[config.mk]
export PLATFORM = sky130hd
export DESIGN_NAME = draw_pos_sched
export DESIGN_NICKNAME = d
export VERILOG_FILES = /design/src/rtl/draw_pkg.sv /design/src/rtl/rr_pick.sv /design/src/rtl/draw_pos_sched.sv
export SDC_FILE = /design/constraint.sdc
export NUM_CORES = 1
export LEC_CHECK = 0
export BUFFER_PORTS_ARGS = -buffer_cell sky130_fd_sc_hd__buf_2
export CAP_MARGIN = 10
export CORE_MARGIN = 2
export CORE_UTILIZATION = 45
export DETAILED_ROUTE_END_ITERATION = 6
export PLACE_DENSITY = 0.7
export SLEW_MARGIN = 10
export SYNTH_ARGS = -nofsm -noshare
export SYNTH_HDL_FRONTEND = slang
export SYNTH_SLANG_ARGS = --single-unit
[constraint.sdc]
create_clock -name clk -period 1.8 [get_ports clk]
set_input_delay 0.18 -clock clk [delete_from_list [all_inputs] [get_ports clk]]
set_output_delay 0.18 -clock clk [all_outputs]
set_load 0.02 [all_outputs]
[src/rtl/draw_pkg.sv]
// Shared types and constants for the frame-synchronous draw-position scheduler.
package draw_pkg;
  localparam int POS_W     = 12;
  localparam int X_MAX_DEF = 1023;
  localparam int Y_MAX_DEF = 767;

  typedef enum logic [1:0] {
    IDLE,
    SCAN,
    COMMIT
  } state_t;
endpackage

[src/rtl/rr_pick.sv]
// Combinational round-robin picker: first set bit of pending at or above rr_ptr, with wrap.
module rr_pick #(
  parameter int N_SRC = 2,
  parameter int IW    = $clog2(N_SRC)
) (
  input  logic [N_SRC-1:0] pending,
  input  logic [IW-1:0]    rr_ptr,
  output logic [N_SRC-1:0] grant,
  output logic [IW-1:0]    idx
);
  logic found;

  always_comb begin
    grant = '0;
    idx   = '0;
    found = 1'b0;
    for (int k = 0; k < N_SRC; k++) begin
      int j;
      j = int'(rr_ptr) + k;
      if (j >= N_SRC) j = j - N_SRC;
      if (!found && pending[j]) begin
        found    = 1'b1;
        grant[j] = 1'b1;
        idx      = IW'(j);
      end
    end
  end
endmodule

[src/rtl/draw_pos_sched.sv]
// Samples position requests at vblank, grants one per cycle into shadows, then commits all at once.
// Optional build macro DRAW_POS_CLAMP_EN saturates captured coordinates to X_MAX/Y_MAX.
module draw_pos_sched
  import draw_pkg::*;
#(
  parameter int N_SRC = 2,
  parameter int X_MAX = X_MAX_DEF,
  parameter int Y_MAX = Y_MAX_DEF
) (
  input  logic                   clk,
  input  logic                   rst,
  input  logic                   vblank_start,
  input  logic [N_SRC-1:0]       req,
  input  logic [N_SRC*POS_W-1:0] xpos_in,
  input  logic [N_SRC*POS_W-1:0] ypos_in,
  output logic [N_SRC-1:0]       ack,
  output logic [N_SRC*POS_W-1:0] xpos_out,
  output logic [N_SRC*POS_W-1:0] ypos_out,
  output logic                   frame_commit,
  output logic                   busy,
  output logic                   overrun
);
  localparam int IW = $clog2(N_SRC);
  localparam logic [POS_W-1:0] X_LIM = POS_W'(X_MAX);
  localparam logic [POS_W-1:0] Y_LIM = POS_W'(Y_MAX);
`ifdef DRAW_POS_CLAMP_EN
  localparam bit CLAMP_EN = 1'b1;
`else
  localparam bit CLAMP_EN = 1'b0;
`endif

  state_t               state, state_n;
  logic [N_SRC-1:0]     pending;
  logic [IW-1:0]        rr_ptr;
  logic [N_SRC-1:0]     grant;
  logic [IW-1:0]        grant_idx;
  logic [POS_W-1:0]     shadow_x [N_SRC];
  logic [POS_W-1:0]     shadow_y [N_SRC];
  logic [POS_W-1:0]     raw_x, raw_y, cap_x, cap_y;

  rr_pick #(.N_SRC(N_SRC), .IW(IW)) u_pick (
    .pending (pending),
    .rr_ptr  (rr_ptr),
    .grant   (grant),
    .idx     (grant_idx)
  );

  assign raw_x = xpos_in[grant_idx*POS_W +: POS_W];
  assign raw_y = ypos_in[grant_idx*POS_W +: POS_W];
  assign cap_x = (CLAMP_EN && raw_x > X_LIM) ? X_LIM : raw_x;
  assign cap_y = (CLAMP_EN && raw_y > Y_LIM) ? Y_LIM : raw_y;

  always_ff @(posedge clk) begin
    if (rst) state <= IDLE;
    else     state <= state_n;
  end

  always_comb begin
    state_n = state;
    case (state)
      IDLE:    if (vblank_start) state_n = (|req) ? SCAN : COMMIT;
      SCAN:    if ((pending & ~grant) == '0) state_n = COMMIT;
      COMMIT:  state_n = IDLE;
      default: state_n = IDLE;
    endcase
  end

  always_ff @(posedge clk) begin
    if (rst) begin
      pending      <= '0;
      rr_ptr       <= '0;
      ack          <= '0;
      xpos_out     <= '0;
      ypos_out     <= '0;
      frame_commit <= 1'b0;
      busy         <= 1'b0;
      overrun      <= 1'b0;
      for (int i = 0; i < N_SRC; i++) begin
        shadow_x[i] <= '0;
        shadow_y[i] <= '0;
      end
    end else begin
      ack          <= '0;
      frame_commit <= 1'b0;
      busy         <= (state_n != IDLE);
      // A vblank that lands while a frame is still in flight is dropped, not queued.
      if (vblank_start && state != IDLE) overrun <= 1'b1;
      case (state)
        IDLE: if (vblank_start) pending <= req;
        SCAN: begin
          pending             <= pending & ~grant;
          ack                 <= grant;
          shadow_x[grant_idx] <= cap_x;
          shadow_y[grant_idx] <= cap_y;
        end
        COMMIT: begin
          for (int i = 0; i < N_SRC; i++) begin
            xpos_out[i*POS_W +: POS_W] <= shadow_x[i];
            ypos_out[i*POS_W +: POS_W] <= shadow_y[i];
          end
          frame_commit <= 1'b1;
          rr_ptr       <= (rr_ptr == IW'(N_SRC-1)) ? '0 : rr_ptr + 1'b1;
        end
        default: ;
      endcase
    end
  end
endmodule

Word-level counts from Yosys, hierarchy flattened:

Memory sizes are Yosys's and may differ from the RTL's. A register that Yosys moved wholly into a read port is not among the register bits.
Index checks and enable logic that the tools add are counted.
W data, S select, Z words.

* register bits after elaboration: 10
* RAM bits: 48
* input port bits: 53
* output and inout bits: 53
* word-level logic and storage cells: 80
* memories kept: 2

Memory list
* shadow_x: depth 2, width 12, rd ports 2, clocked after memory_dff 2, write ports 2, line draw_pos_sched.sv:37 `logic [POS_W-1:0] shadow_x [N_SRC];`
* shadow_y: depth 2, width 12, rd ports 2, clocked after memory_dff 2, write ports 2, line draw_pos_sched.sv:38 `logic [POS_W-1:0] shadow_y [N_SRC];`

* $add $sub $neg: 4
* multipliers: 1
* order comparisons: 6
* equality and inequality tests: 3
* shifts and indexed selects: 2
* muxes and demuxes: 36
* bitwise operators: 4
* reductions and logical operators: 15

Operators by type and width (count)
* $ge A32 B1 Y1 const B: 2
* $lt A32 B3 Y1 const B: 2
* $mux W32: 2
* $shiftx A24 B6 Y12: 2
* $ge A32 B3 Y1 const B: 1
* $sub A32 B3 Y32 const B: 1
* $mux W12: 2
* $reduce_or A12 Y1: 2
* $mux W1: 22
* $mux W2: 6
* $pmux W2 S2: 2
* $reduce_bool A2 Y1: 3
* $logic_and A1 B1 Y1: 4
* $logic_not A2 Y1: 2
* $reduce_or A2 Y1: 2
* $mul A1 B2 Y3 const B: 1
* $sub A1 B2 Y3 const B: 1
* $add A1 B1 Y2 const B: 1
* $and A2 B2 Y2: 1
* $demux W1 S1: 2
* $eq A2 B1 Y1 const B: 1
* $eq A2 B2 Y1 const B: 1
* $ge A1 B2 Y1 const B: 1
* $ne A2 B2 Y1 const B: 1
* other kinds (6): 6

Logic depth before layout (Yosys ltp):

* depth in word-level cells: 15
* mapped depth: 6
* gate-level depth less buffers: 3

By module:

A second synthesis with hierarchy kept.

* cell total of the unflattened synthesis: 360
* area, all modules: 3877.5 um^2

By module, submodules not included
* draw_pos_sched: times used 1, cells each 356, area an instance 3847.4 um^2, seq. area each 2602.5 um^2
* rr_pick: times used 1, cells each 4, area an instance 30.0 um^2, seq. area each 0.0 um^2

Least setup slack after synthesis:

No wires, ideal clock.

* path type: reg-to-reg
* start point: reg state[0]
* end point: mem shadow_x[1][0] (enable)
* library setup time: 358 ps
* data arrival time: 1539 ps
* data required time: 1442 ps
* slack: -97 ps
* stages on the path, launching flop included: 5
* path buffers: 1
* clock period less this slack: 1897 ps
* cell sequence: dfxtp_1 -> buf_6 -> or3b_4 -> nor3b_4 -> or2_2

RTL lines
* from (decl): line draw_pos_sched.sv:32 `state_t state, state_n;`
* from (signal assigned): line draw_pos_sched.sv:55 `else state <= state_n;`
* to (decl): line draw_pos_sched.sv:37

==> impl_metrics.env <==
export IMPL_postRouteAntennaNets=0
export IMPL_crit_required_ns=1.82
export IMPL_p_leak_nw=1.970
export IMPL_yosys_warnings=0
export IMPL_crit_type="flop to flop"
export IMPL_clk_latency_ns=0.36
export IMPL_fin_nets=514
export IMPL_finalSetupViolCount=0
export IMPL_cp_max_fo=24
export IMPL_status="completed"
export IMPL_cts_tree="done"
export IMPL_seqCellArea_um2=2603
export IMPL_drc_errors=0
export IMPL_grt_pass1_wl_mm=12.58
export IMPL_clock_skew_ns=0.01089
export IMPL_drt_iter0_markers=88
export IMPL_numClockSinks=106
export IMPL_relSlewSlack_pct=60.69
export IMPL_rsz0062_at_grt="false"
export IMPL_maxCapViolations=0
export IMPL_slowest_delay_ns=0.44
export IMPL_drt_wirelength_per_cell_um=13.58
export IMPL_layout_commonest_cell="buf_2"
export IMPL_drive_above_1_share_pct=31.33
export IMPL_cts_root_buffer="clkbuf_8"
export IMPL_io_buffers=105
export IMPL_power_mw=4.451
export IMPL_post_route_period_util_pct=91.91
export IMPL_syn_area_um2=3869
export IMPL_drt_total_wl_mm=7.756
export IMPL_fmax_mhz=604.5
export IMPL_synthTopCellsByArea="edfxtp_1 (37%), dfxtp_1 (30%), nand2_1 (9.7%)"
export IMPL_critPathBufInv=0
export IMPL_die_w_um=96.72
export IMPL_grt_start_max_net_pins=56
export IMPL_dieArea_um2=9355
export IMPL_hpwl_mm=5.240
export IMPL_synth_cells=356
export IMPL_syn_avg_cell_area_um2=10.87
export IMPL_first_global_vias=2672
export IMPL_setup_worst_path_end_class="flop"
export IMPL_worstMarginPinSlew_ns=0.5896
export IMPL_overflow=0
export IMPL_yosysTopAreaCellShare_pct=37.26
export IMPL_cp_slowest_cell="or3b_4"
export IMPL_fin_crit_ns=1.654
export IMPL_dr_pass1_iters=4
export IMPL_syn_num_nets=409
export IMPL_yosysUniqueCellTypes=31
export IMPL_final_cell_area_um2=4718
export IMPL_io_pins=106
export IMPL_row_count=33
export IMPL_fillCellCount=742
export IMPL_antenna_cells=0
export IMPL_die_h_um=96.72
export IMPL_holdWs_ns=0.08554
export IMPL_start_util_pct=46.85
export IMPL_yosys_area_top_type="edfxtp_1"
export IMPL_cp_arrival_ns=1.68
export IMPL_syn_to_final_growth_pct=21.96
export IMPL_via_per_inst=4.786
export IMPL_cp_start_kind="flop"
export IMPL_multi_input_area_um2=1154
export IMPL_clkTransAtPathRegs_ns=0.09
export IMPL_synth_seq_cells=106
export IMPL_h_tree_depth=3
export IMPL_post_cts_resized=0
export IMPL_vias=2733
export IMPL_drv_slew=0
export IMPL_cts_buffer_depth=2
export IMPL_worstPathCellList="or3b_4, nor3b_4, or2_4"
export IMPL_cts_buffers=9
export IMPL_holdBufCountCts=0
export IMPL_gp_congestion=0.7555
export IMPL_antenna_found_initial=0
export IMPL_ir_worst_vdd_mv=0.3943
export IMPL_core_um2=8258
export IMPL_finalHoldViolations=0
export IMPL_path_delay_family="simple AND/OR/NAND/NOR gates"
export IMPL_yosysSeqAreaShare_pct=67.27
export IMPL_final_cell_mix="buf_2 (105), nand2_1 (100), dfxtp_1 (58)"
export IMPL_p_per_area_nw_per_um2=943.4
export IMPL_dpl_cell_area_um2=4519
export IMPL_worstHoldPathType="input pin to flop"
export IMPL_fin_setup_tns_ns=0
export IMPL_post_cts_setup_buffers=0
export IMPL_track_usage_pct=16.75
-- synth_stat cells --
| library cell | n |
|---|---|
| a211o_1 | 1 |
| a211oi_1 | 1 |
| a21oi_1 | 51 |
| a21oi_4 | 1 |
| a311o_1 | 1 |
| a32o_1 | 2 |
| and2_1 | 37 |
| and2_2 | 9 |
| and2b_1 | 1 |
| and4bb_2 | 1 |
| buf_1 | 1 |
| buf_2 | 3 |
| buf_4 | 1 |
| buf_6 | 3 |
| clkbuf_1 | 13 |
| clkbuf_2 | 1 |
| dfxtp_1 | 58 |
| edfxtp_1 | 48 |
| inv_1 | 3 |
| nand2_1 | 100 |
| nand2b_1 | 3 |
| nand3_1 | 1 |
| nor2_1 | 6 |
| nor2b_1 | 1 |
| nor3b_4 | 1 |
| o21ai_0 | 1 |
| o21bai_1 | 1 |
| or2_2 | 3 |
| or3_1 | 1 |
| or3b_4 | 1 |
| xnor2_1 | 1 |
-- report_power, final --
group          internal, mW  total [mW]  switching, mW
clock                 0.730        1.47          0.739
sequential             2.60        2.64         0.0377
combinational         0.133       0.340          0.207
-- metal layers --
layer	track usage (%)	wire [µm]
met4	5.850	64
met2	28.69	3890
met5	0	0
met1	20.66	3366
met3	4.118	434
-- per-stage QoR --
step	instances	utilization, %	setup WS [ns]
after floorplan	356	-	0.02884
after global placement	555	54.73	0.1786
after detailed placement	555	54.73	0.1479
after CTS	571	57.14	0.1326
after global routing	571	57.14	0.05191
final	571	57.14	0.1457
-- cell type report --
cell class	instances	area share, %
Tap cell	105	2.784
Clock buffer	14	3.474
Multi-Input combinational cell	225	24.45
Clock inverter	2	0.7425
Timing Repair Buffer	116	13.15
Inverter	3	0.2387
Sequential cell	106	55.16
-- state kept, by name, indices dropped and copies added, names as in the netlist --
name          flops
ack               2
busy              1
frame_commit      1
overrun           1
pending           2
rr_ptr            1
shadow_x         24
shadow_y         24
state             2
xpos_out         24
ypos_out         24
-- final timing paths --
check	start	end	slack (ns)	cells after the start
min	req[0]	pending[0]	0.09	2
max reg2reg	state[1]	shadow_x[1][9]	0.15	3
max	state[1]	shadow_x[1][9]	0.15	3
min reg2reg	ypos_out[22]	ypos_out[22]	0.45	2
-- kinds of logic (layout without fill, tap and decap cells) --
| logic type | count (synthesis) | after routing | share of synthesized area [%] |
|---|---|---|---|
| DFF | 106 | 106 | 67.27 |
| AOI/OAI and AO/OA | 59 | 59 | 8.538 |
| xor gates and xnor gates | 1 | 1 | 0.2264 |
| buffers and inverters | 25 | 135 | 3.234 |
| and+or+nand+nor | 165 | 165 | 20.73 |
No activity file was read; power rests on OpenSTA's default activity.
